--- src/rtl/heartbeat_pkg.sv ---
// heartbeat_pkg: shared constants for the heartbeat frame animator.
//   - mode encodings for the frame sequencer
//   - ping-pong direction encodings
//   - blank segment pattern and default divisor
//   - default frame patterns, packed as {led3, led2, led1, led0}
package heartbeat_pkg;

  localparam logic [1:0] MODE_FWD  = 2'b00;
  localparam logic [1:0] MODE_REV  = 2'b01;
  localparam logic [1:0] MODE_PING = 2'b10;
  localparam logic [1:0] MODE_HOLD = 2'b11;

  localparam logic DIR_UP   = 1'b0;
  localparam logic DIR_DOWN = 1'b1;

  // Active-low segments: all ones means every segment (and dp) off.
  localparam logic [7:0] BLANK = 8'hFF;

  // 72 Hz frame rate from a 100 MHz clock at speed 0.
  localparam int DEFAULT_CLK_DIV = 1388889;

  localparam logic [31:0] FRAME0_PAT = {8'hFF, 8'hCF, 8'hF9, 8'hFF};
  localparam logic [31:0] FRAME1_PAT = {8'hFF, 8'hF9, 8'hCF, 8'hFF};
  localparam logic [31:0] FRAME2_PAT = {8'hF9, 8'hFF, 8'hFF, 8'hCF};

endpackage

--- src/rtl/anim_rom.sv ---
// anim_rom: combinational frame index -> segment pattern lookup.
// Ports:
//   frame   in  FRAME_W  frame index
//   pattern out 32       {led3, led2, led1, led0}, active-low segments
// Indices without a stored pattern return blank on all four digits.
module anim_rom
  import heartbeat_pkg::*;
#(
  parameter int FRAME_W = 3
) (
  input  logic [FRAME_W-1:0] frame,
  output logic [31:0]        pattern
);

  always_comb begin
    pattern = {4{BLANK}};
    case (32'(frame))
      0:       pattern = FRAME0_PAT;
      1:       pattern = FRAME1_PAT;
      2:       pattern = FRAME2_PAT;
      default: pattern = {4{BLANK}};
    endcase
  end

endmodule

--- src/rtl/heartbeat_anim.sv ---
// heartbeat_anim: frame-animation generator for the 4-digit 7-segment display.
// A programmable divider paces a frame counter that walks the pattern ROM in
// forward, reverse, ping-pong or hold order, with run/pause and single-step.
// Ports:
//   clk          in   system clock, rising edge
//   reset        in   asynchronous active-low reset
//   en           in   1 = run, 0 = pause
//   mode         in   00 fwd-wrap, 01 rev-wrap, 10 ping-pong, 11 hold
//   speed        in   frame period = max(1, CLK_DIV >> speed)
//   step         in   advances one frame per cycle held while en=0
//   tick         out  frame-advance strobe (combinational)
//   wrap         out  end-of-sequence strobe, coincident with tick
//   frame        out  current frame index
//   led0..led3   out  active-low segment patterns, dp in bit 7
module heartbeat_anim
  import heartbeat_pkg::*;
#(
  parameter int CLK_DIV = DEFAULT_CLK_DIV,
  parameter int DIV_W   = 22,
  parameter int FRAMES  = 3,
  parameter int FRAME_W = 3
) (
  input  logic               clk,
  input  logic               reset,
  input  logic               en,
  input  logic [1:0]         mode,
  input  logic [1:0]         speed,
  input  logic               step,
  output logic               tick,
  output logic               wrap,
  output logic [FRAME_W-1:0] frame,
  output logic [7:0]         led0,
  output logic [7:0]         led1,
  output logic [7:0]         led2,
  output logic [7:0]         led3
);

  localparam logic [DIV_W-1:0]   DIV_VAL = DIV_W'(CLK_DIV);
  localparam logic [FRAME_W-1:0] LAST    = FRAME_W'(FRAMES - 1);

  logic [DIV_W-1:0]   count_reg, count_next;
  logic [DIV_W-1:0]   period;
  logic               terminal;
  logic [FRAME_W-1:0] frame_reg, frame_next;
  logic               dir_reg, dir_next;
  logic               wrap_cond;
  logic [31:0]        pattern;

  // ---------------- divider ----------------
  always_comb begin
    period = DIV_VAL >> speed;
    if (period == '0) begin
      period = DIV_W'(1);
    end
  end

  // ">=" rather than "==" so a period shortened mid-count terminates at once
  // instead of running on to the counter's wrap.
  assign terminal = (count_reg >= (period - DIV_W'(1)));

  always_comb begin
    count_next = count_reg;
    if (en) begin
      count_next = terminal ? '0 : count_reg + DIV_W'(1);
    end
  end

  assign tick = en ? terminal : step;

  // ---------------- frame sequencer ----------------
  always_comb begin
    frame_next = frame_reg;
    dir_next   = dir_reg;
    wrap_cond  = 1'b0;
    if (frame_reg > LAST) begin
      // Out-of-range index (only reachable by forcing): recover to frame 0.
      frame_next = '0;
    end else if (FRAMES == 1) begin
      frame_next = '0;
      wrap_cond  = (mode != MODE_HOLD);
    end else begin
      case (mode)
        MODE_FWD: begin
          if (frame_reg == LAST) begin
            frame_next = '0;
            wrap_cond  = 1'b1;
          end else begin
            frame_next = frame_reg + FRAME_W'(1);
          end
        end
        MODE_REV: begin
          if (frame_reg == '0) begin
            frame_next = LAST;
            wrap_cond  = 1'b1;
          end else begin
            frame_next = frame_reg - FRAME_W'(1);
          end
        end
        MODE_PING: begin
          if (dir_reg == DIR_UP) begin
            if (frame_reg == LAST) begin
              frame_next = LAST - FRAME_W'(1);
              dir_next   = DIR_DOWN;
              wrap_cond  = 1'b1;
            end else begin
              frame_next = frame_reg + FRAME_W'(1);
            end
          end else begin
            if (frame_reg == '0) begin
              frame_next = FRAME_W'(1);
              dir_next   = DIR_UP;
              wrap_cond  = 1'b1;
            end else begin
              frame_next = frame_reg - FRAME_W'(1);
            end
          end
        end
        default: begin
          frame_next = frame_reg;
        end
      endcase
    end
    // Outside ping-pong the direction is pinned up, so re-entering ping-pong
    // always starts upward.
    if (mode != MODE_PING) begin
      dir_next = DIR_UP;
    end
  end

  assign wrap = tick & wrap_cond;

  always_ff @(posedge clk or negedge reset) begin
    if (!reset) begin
      count_reg <= '0;
      frame_reg <= '0;
      dir_reg   <= DIR_UP;
    end else begin
      count_reg <= count_next;
      if (tick) begin
        frame_reg <= frame_next;
        dir_reg   <= dir_next;
      end else if (mode != MODE_PING) begin
        dir_reg   <= DIR_UP;
      end
    end
  end

  // ---------------- pattern output ----------------
  anim_rom #(
    .FRAME_W(FRAME_W)
  ) u_rom (
    .frame  (frame_reg),
    .pattern(pattern)
  );

  assign frame = frame_reg;

  always_comb begin
    if (frame_reg > LAST) begin
      {led3, led2, led1, led0} = {4{BLANK}};
    end else begin
      {led3, led2, led1, led0} = pattern;
    end
  end

endmodule
--- config.mk ---
export PLATFORM = sky130hd
export DESIGN_NAME = heartbeat_anim
export DESIGN_NICKNAME = d
export VERILOG_FILES = /design/src/rtl/heartbeat_pkg.sv /design/src/rtl/anim_rom.sv /design/src/rtl/heartbeat_anim.sv
export SDC_FILE = /design/constraint.sdc
export NUM_CORES = 1
export LEC_CHECK = 0
export BUFFER_PORTS_ARGS = -buffer_cell sky130_fd_sc_hd__buf_2
export CORE_MARGIN = 2
export CORE_UTILIZATION = 43
export CTS_BUF_LIST = sky130_fd_sc_hd__clkbuf_4
export CTS_CLUSTER_DIAMETER = 150
export DETAILED_ROUTE_END_ITERATION = 12
export PLACE_DENSITY = 0.63
export REMOVE_ABC_BUFFERS = 1
export SYNTH_ARGS = -nofsm -noshare
export SYNTH_HDL_FRONTEND = slang
export SYNTH_HIERARCHICAL = 1
export SYNTH_SLANG_ARGS = --single-unit
--- constraint.sdc ---
create_clock -name clk -period 6.9 [get_ports clk]
set_clock_uncertainty 0.15 [all_clocks]
set_input_delay 0.69 -clock clk [delete_from_list [all_inputs] [get_ports clk]]
set_output_delay 0.69 -clock clk [all_outputs]
set_load 0.01 [all_outputs]
==> impl_metrics.tcl, run 1 <==
set metrics [dict create \
    io_buffers 24 \
    grt_start_max_net_pins 29 \
    rsz0062_at_grt "false" \
    fp.dieH_um 83.2 \
    antenna_found_initial 0 \
    postCtsHoldBufs 0 \
    netlist_instances 304 \
    grt_pass1_vias 1872 \
    clock_path_buffers 2 \
    drc 0 \
    crit_chain "buf_2, inv_1, ha_1, or4_1, or4_1, ha_1, nand4_1, nor4_2, and3_1, a2111oi_4, nand3_2, o21ai_4, nor4_1, buf_2" \
    path_class "input pin to primary output" \
    synth_warnings 6 \
    crit_fanout 10 \
    drive_gt1_share_pct 16.6 \
    initial_core_util_pct 45.1 \
    seq_area_frac_synth_pct 24.1 \
    wirelength_um 4870 \
    detailroute.via_count 1949 \
    start_kind "input pin" \
    die-area_um2 6930 \
    final_hold_viol_count 0 \
    relSlewSlack_pct 60.0 \
    clock-sinks 26 \
    cts_max_level 1 \
    firstDrtPassIters 4 \
    synth_area_leaders "dfrtp_1 (24%), ha_1 (17%), buf_4 (8.1%)" \
    tightest_slew_ns 0.600 \
    slew_viol_final 0 \
    synth-main-ff-cell "dfrtp_1" \
    synth-async-reset-ratio_pct 100 \
    p_leak_nw 1.37 \
    tns_ns 0 \
    grtUsageTotal_pct 15.0 \
    cts_resized 0 \
    io_pins 45 \
    synth_edf_count 0 \
    cp_data_required_time_ns 6.06 \
    hold_slack_ns 0.182 \
    diodes 0 \
    p_total_w 0.000609 \
    wl_per_cell_um 12.5 \
    ant_nets 0 \
    cap_viol_max_count 0 \
    area_delta_synth_final_pct 2.78 \
    gp_congestion 0.901 \
    finalSetupViolCount 0 \
    cts-root-buf "clkbuf_4" \
    crit_arrival_ns 4.22 \
    max_freq_mhz 198 \
    cts_setup_buffers 0 \
    synth_cell_types 52 \
    tritoncts "done" \
    synth_top_area_cell "dfrtp_1" \
    cts_made_buffers 3 \
    min_path_type "input pin to async pin" \
    place_inst 385 \
    syn-cell-area_um2 2700 \
    final_cells 389 \
    period_minus_slack_ns 5.06 \
    die_w_um 83.2 \
    nNetsFinal 360 \
    drt_iter0_drc 187 \
    slowest_stage "or4_1" \
    clock_latency_ns 0.34 \
    syn_area_per_cell_um2 8.88 \
    p_per_area_nw_per_um2 219 \
    cpPeakStageDelay_ns 0.51 \
    synth-seq-cells 26 \
    synth_most_common_cell "ha_1" \
    rows 28 \
    core-area_um2 5990 \
    ys_top_cells_by_count "ha_1 (37), nand2b_1 (33), buf_4 (29)" \
    via_per_inst 5.01 \
    dp_hpwl_um 3810 \
    status "finished, final reports clean" \
    grt_overflow 0 \
    timing.final.crit_share_pct 73.3 \
    clkTransAtPathRegs_ns 0.14 \
    endpoint_kind "primary output" \
    synth_top_area_share_pct 24.1 \
    grt_pass1_wl_um 8890 \
    ir_drop_uv 141 \
    largest_register_ffs 22 \
]
## final timing paths
| kind | from | endpoint | slack (ns) | cells after the start |
|---|---|---|---|---|
| max reg2reg | count_reg[0] | frame[0] | 4.22 | 11 |
| max | speed[0] | wrap | 1.84 | 14 |
| min reg2reg | count_reg[21] | count_reg[21] | 0.43 | 2 |
| min | reset | count_reg[20] | 0.18 | 1 |
| min in group clk | count_reg[21] | count_reg[21] | 0.43 | 2 |
| max in group asynchronous | reset | count_reg[5] | 6.02 | 1 |
## power breakdown
| group | leakage [nW] | internal [W] | switching [W] |
|---|---|---|---|
| logic | 0.991 | 0.000122 | 0.000168 |
| registers | 0.349 | 0.000174 | 0.0000381 |
| clock network | 0.0279 | 0.0000589 | 0.0000478 |
| total | 1.37 | 0.000355 | 0.000254 |
## logic make-up (layout without fill, tap and decap cells)
logic type | after synthesis | in the layout | synth area share, %
fa+ha+maj | 37 | 37 | 17.2
flops | 26 | 26 | 24.1
xor+xnor | 16 | 16 | 5.19
mux | 3 | 3 | 1.11
simple gates | 117 | 117 | 26.5
other cells | 1 | 20 | 0.139
compound gates | 44 | 44 | 12.4
buf+inv | 60 | 51 | 13.4
## critical path, delay by kind of cell
family | cells | cell delay [ns]
buffers and inverters | 3 | 0.58
AND/OR/NAND/NOR | 7 | 2.17
adder cells (fa/ha/maj) | 2 | 0.56
AO/OA/AOI/OAI | 2 | 0.20
## area by class of cell
cell class | count | area, um^2
sequential | 26 | 651
timing repair buffer | 26 | 135
fill | 592 | 3220
inverter | 21 | 81.3
clock inverter | 1 | 30.0
multi-input combinational | 237 | 1760
tap | 75 | 93.8
clock buffer | 3 | 22.5
## per-layer routing
metal	up-vias	wire length (um)	part of all wire [%]	track usage, %
li1	1004	-	-	-
met4	0	53	1.1	4.02
met3	7	270	5.5	2.39
met5	-	0	0	0
met1	884	2350	48	20.1
met2	54	2200	45	25.0
## stage by stage
stage | cell area, um^2 | utilization (%) | worst slack, ns
floorplan | 2490 | - | 2.35
global placement | 2720 | 45.4 | 1.95
detailed placement | 2720 | 45.4 | 1.85
CTS | 2770 | 46.3 | 1.84
global route | 2770 | 46.3 | 1.62
finish | 2770 | 46.3 | 1.84
## layout by cell type (no fill, tap or decap), types with 7 or more instances in the layout
cell type and count:
a21oi_1 13, buf_2 24, conb_1 20, dfrtp_1 26, ha_1 37, inv_1 20
nand2_1 15, nand2b_1 33, nand3_1 12, nor2_1 14, nor2_4 10, o21ai_0 7
xnor2_1 7, xor2_1 9
(Power assumes the default switching activity.)
==> run 2, diff against run 1 <==
Settings changed: ABC_AREA from default to 1, PLACE_DENSITY 0.63 to 0.65.
Clock period 6.9 ns to 4.2 ns, I/O delays scaled along.
==> impl_metrics.tcl, run 2 <==
set metrics [dict create \
    status "finished, final reports clean" \
    synth_most_common_cell "nand2_1" \
    crit_chain "buf_2, inv_1, ha_1, nor4_1, nand2_1, ha_1, nand2_1, nor2_2, nand2_1, nor2_1, nand2_1, nand4_4, nand2_4, nand2_4, nand2_1, nor3_1, buf_2" \
    synth_area_leaders "dfrtp_1 (23%), ha_1 (16%), nand2_1 (11%)" \
    cpPeakStageDelay_ns 0.30 \
    synth_top_area_cell "dfrtp_1" \
    start_kind "input pin" \
    syn-cell-area_um2 2890 \
    tritoncts "done" \
    largest_register_ffs 22 \
    cts_max_level 1 \
    cap_viol_max_count 0 \
    period_minus_slack_ns 3.58 \
    min_path_type "input pin to register" \
    dp_hpwl_um 4550 \
    ir_drop_uv 177 \
    core-area_um2 6420 \
    relSlewSlack_pct 55.8 \
    fin_area_um2 2950 \
    grt_overflow 0 \
    reg2regPathDepth 12 \
    tns_ns 0 \
    via_per_inst 4.75 \
    synth_cell_types 41 \
    synth-main-ff-cell "dfrtp_1" \
    netlist_instances 396 \
    rows 29 \
    clock-sinks 26 \
    synth_warnings 6 \
    syn_area_per_cell_um2 7.30 \
    p_seq_share_pct 35.2 \
    diodes 0 \
    synth_top_area_share_pct 22.5 \
    pwr-share-comb_pct 55.0 \
    final_cell_mix "nand2_1 (81), inv_1 (52), ha_1 (37)" \
    initial_core_util_pct 45.0 \
    firstDrtPassIters 4 \
    wirelength_um 5610 \
    endpoint_kind "primary output" \
    finalSetupViolCount 0 \
    grt_pass1_vias 2154 \
    grt_pass1_wl_um 9920 \
    die_w_um 86.0 \
    die-area_um2 7390 \
    cts_resized 0 \
    path_buf_inv 3 \
    fillers 655 \
    ant_nets 0 \
    crit_family "simple AND/OR/NAND/NOR gates" \
    cp_data_required_time_ns 3.63 \
    io_buffers 24 \
    detailroute.via_count 2298 \
    slowest_stage "ha_1" \
    crit_path_frequent_cell "nand2_1" \
    ys_top_cells_by_count "nand2_1 (81), inv_1 (52), ha_1 (37)" \
    timing.final.crit_share_pct 85.4 \
    cts_setup_buffers 0 \
    final_common_cell "nand2_1" \
    cts-root-buf "clkbuf_4" \
    gp_congestion 0.871 \
    max_freq_mhz 279 \
    swShare_pct 46.3 \
    clock_path_buffers 2 \
    clock_latency_ns 0.32 \
    crit_arrival_ns 3.01 \
    area_delta_synth_final_pct 1.99 \
    drive_gt1_share_pct 21.9 \
    p_leak_nw 1.60 \
    path_class "input pin to primary output" \
    wl_per_cell_um 11.6 \
    cts_made_buffers 3 \
    slew_viol_final 0 \
    critical_path_depth 17 \
    internal-power_w 0.000585 \
    io_pins 45 \
    clockPowerShare_pct 9.8 \
    final_hold_viol_count 0 \
    tightest_slew_ns 0.662 \
    hold-path-cell-count 2 \
    dpl_cell_area_um2 2910 \
    crit_fanout 16 \
    nNetsFinal 453 \
    clkTransAtPathRegs_ns 0.14 \
    power_switching_w 0.000504 \
    seq_area_frac_synth_pct 22.5 \
    antenna_found_initial 0 \
    p_per_area_nw_per_um2 369 \
    ff2ff_setup_slack_ns 1.99 \
    drt_iter0_drc 86 \
    grtUsageTotal_pct 16.3 \
    synth_edf_count 0 \
    synth-seq-cells 26 \
    synth-async-reset-ratio_pct 100 \
    fp.dieH_um 86.0 \
    grt_start_max_net_pins 35 \
    drc 0 \
    rsz0062_at_grt "false" \
]
==> run 2: cell count changes in the layout (fill, tap and decap cells not counted), sizes merged, moves of 4 or more <==
cell    change
nand2b     -34
xor2        -5
xnor2       -6
nand2      +72
a21o        -4
nor2       +14
a21oi       +6
or2        +33
inv        +32
==> run 2: area by class of cell <==
type | instances | area [um^2] | share of cell area, %
Multi-Input combinational cell | 299 | 1850 | 62.6
Timing Repair Buffer | 25 | 130 | 4.41
Tap cell | 77 | 96.3 | 3.27
Clock inverter | 1 | 3.75 | 0.127
Clock buffer | 3 | 22.5 | 0.764
Inverter | 53 | 199 | 6.75
Sequential cell | 26 | 651 | 22.1
==> run 2: final timing paths <==
path | endpoint | startpoint
max | wrap | speed[0]
min | count_reg[11] | en
max reg2reg | frame[2] | count_reg[7]
min reg2reg | count_reg[1] | count_reg[1]
max in group asynchronous | count_reg[18] | reset
min in group asynchronous | count_reg[0] | reset
==> run 2: timing repair <==
item	in CTS	in global routing
hold buffers	1	0
endpoints found under the setup margin	0	0
endpoints found under the hold margin	26	0
==> run 2: cells by family after synthesis <==
logic type	synth area share, %
simple gates	36.7
fa+ha+maj	16.0
other cells	0.130
buf+inv	16.1
flops	22.5
xor+xnor	1.52
compound gates	7.06
==> run 2: routing by layer <==
layer / routed length [um] / part of all wire (%) / vias up / global-route usage (%)
met5: 0 / 0 / - / 0
met4: 90 / 1.6 / 0 / 4.91
met3: 100 / 1.8 / 8 / 0.962
met2: 2610 / 47 / 32 / 26.9
met1: 2810 / 50 / 1026 / 22.9
li1: - / - / 1232 / -
==> run 2: power by group through the flow <==
stage	clock network (W)	logic [W]	registers (W)
2_1_floorplan	0	0.000449	0.000363
3_3_place_gp	0	0.000594	0.000387
3_5_place_dp	0	0.000600	0.000387
4_1_cts	0.000112	0.000603	0.000382
5_1_grt	0.000123	0.000694	0.000394
6_report	0.000107	0.000599	0.000383
==> run 2: metrics by stage <==
step / hold slack [ns] / util (%) / setup WS [ns] / total power, W / std cells
6_report: 0.290 / 45.9 / 0.615 / 0.00109 / 484
5_1_grt: 0.297 / 45.9 / 0.182 / 0.00121 / 484
4_1_cts: 0.279 / 45.9 / 0.623 / 0.00110 / 484
3_5_place_dp: 0.312 / 45.3 / 0.629 / 0.000987 / 479
3_3_place_gp: 0.301 / 45.3 / 0.716 / 0.000980 / 479
2_1_floorplan: -0.0256 / - / 1.15 / 0.000811 / 378
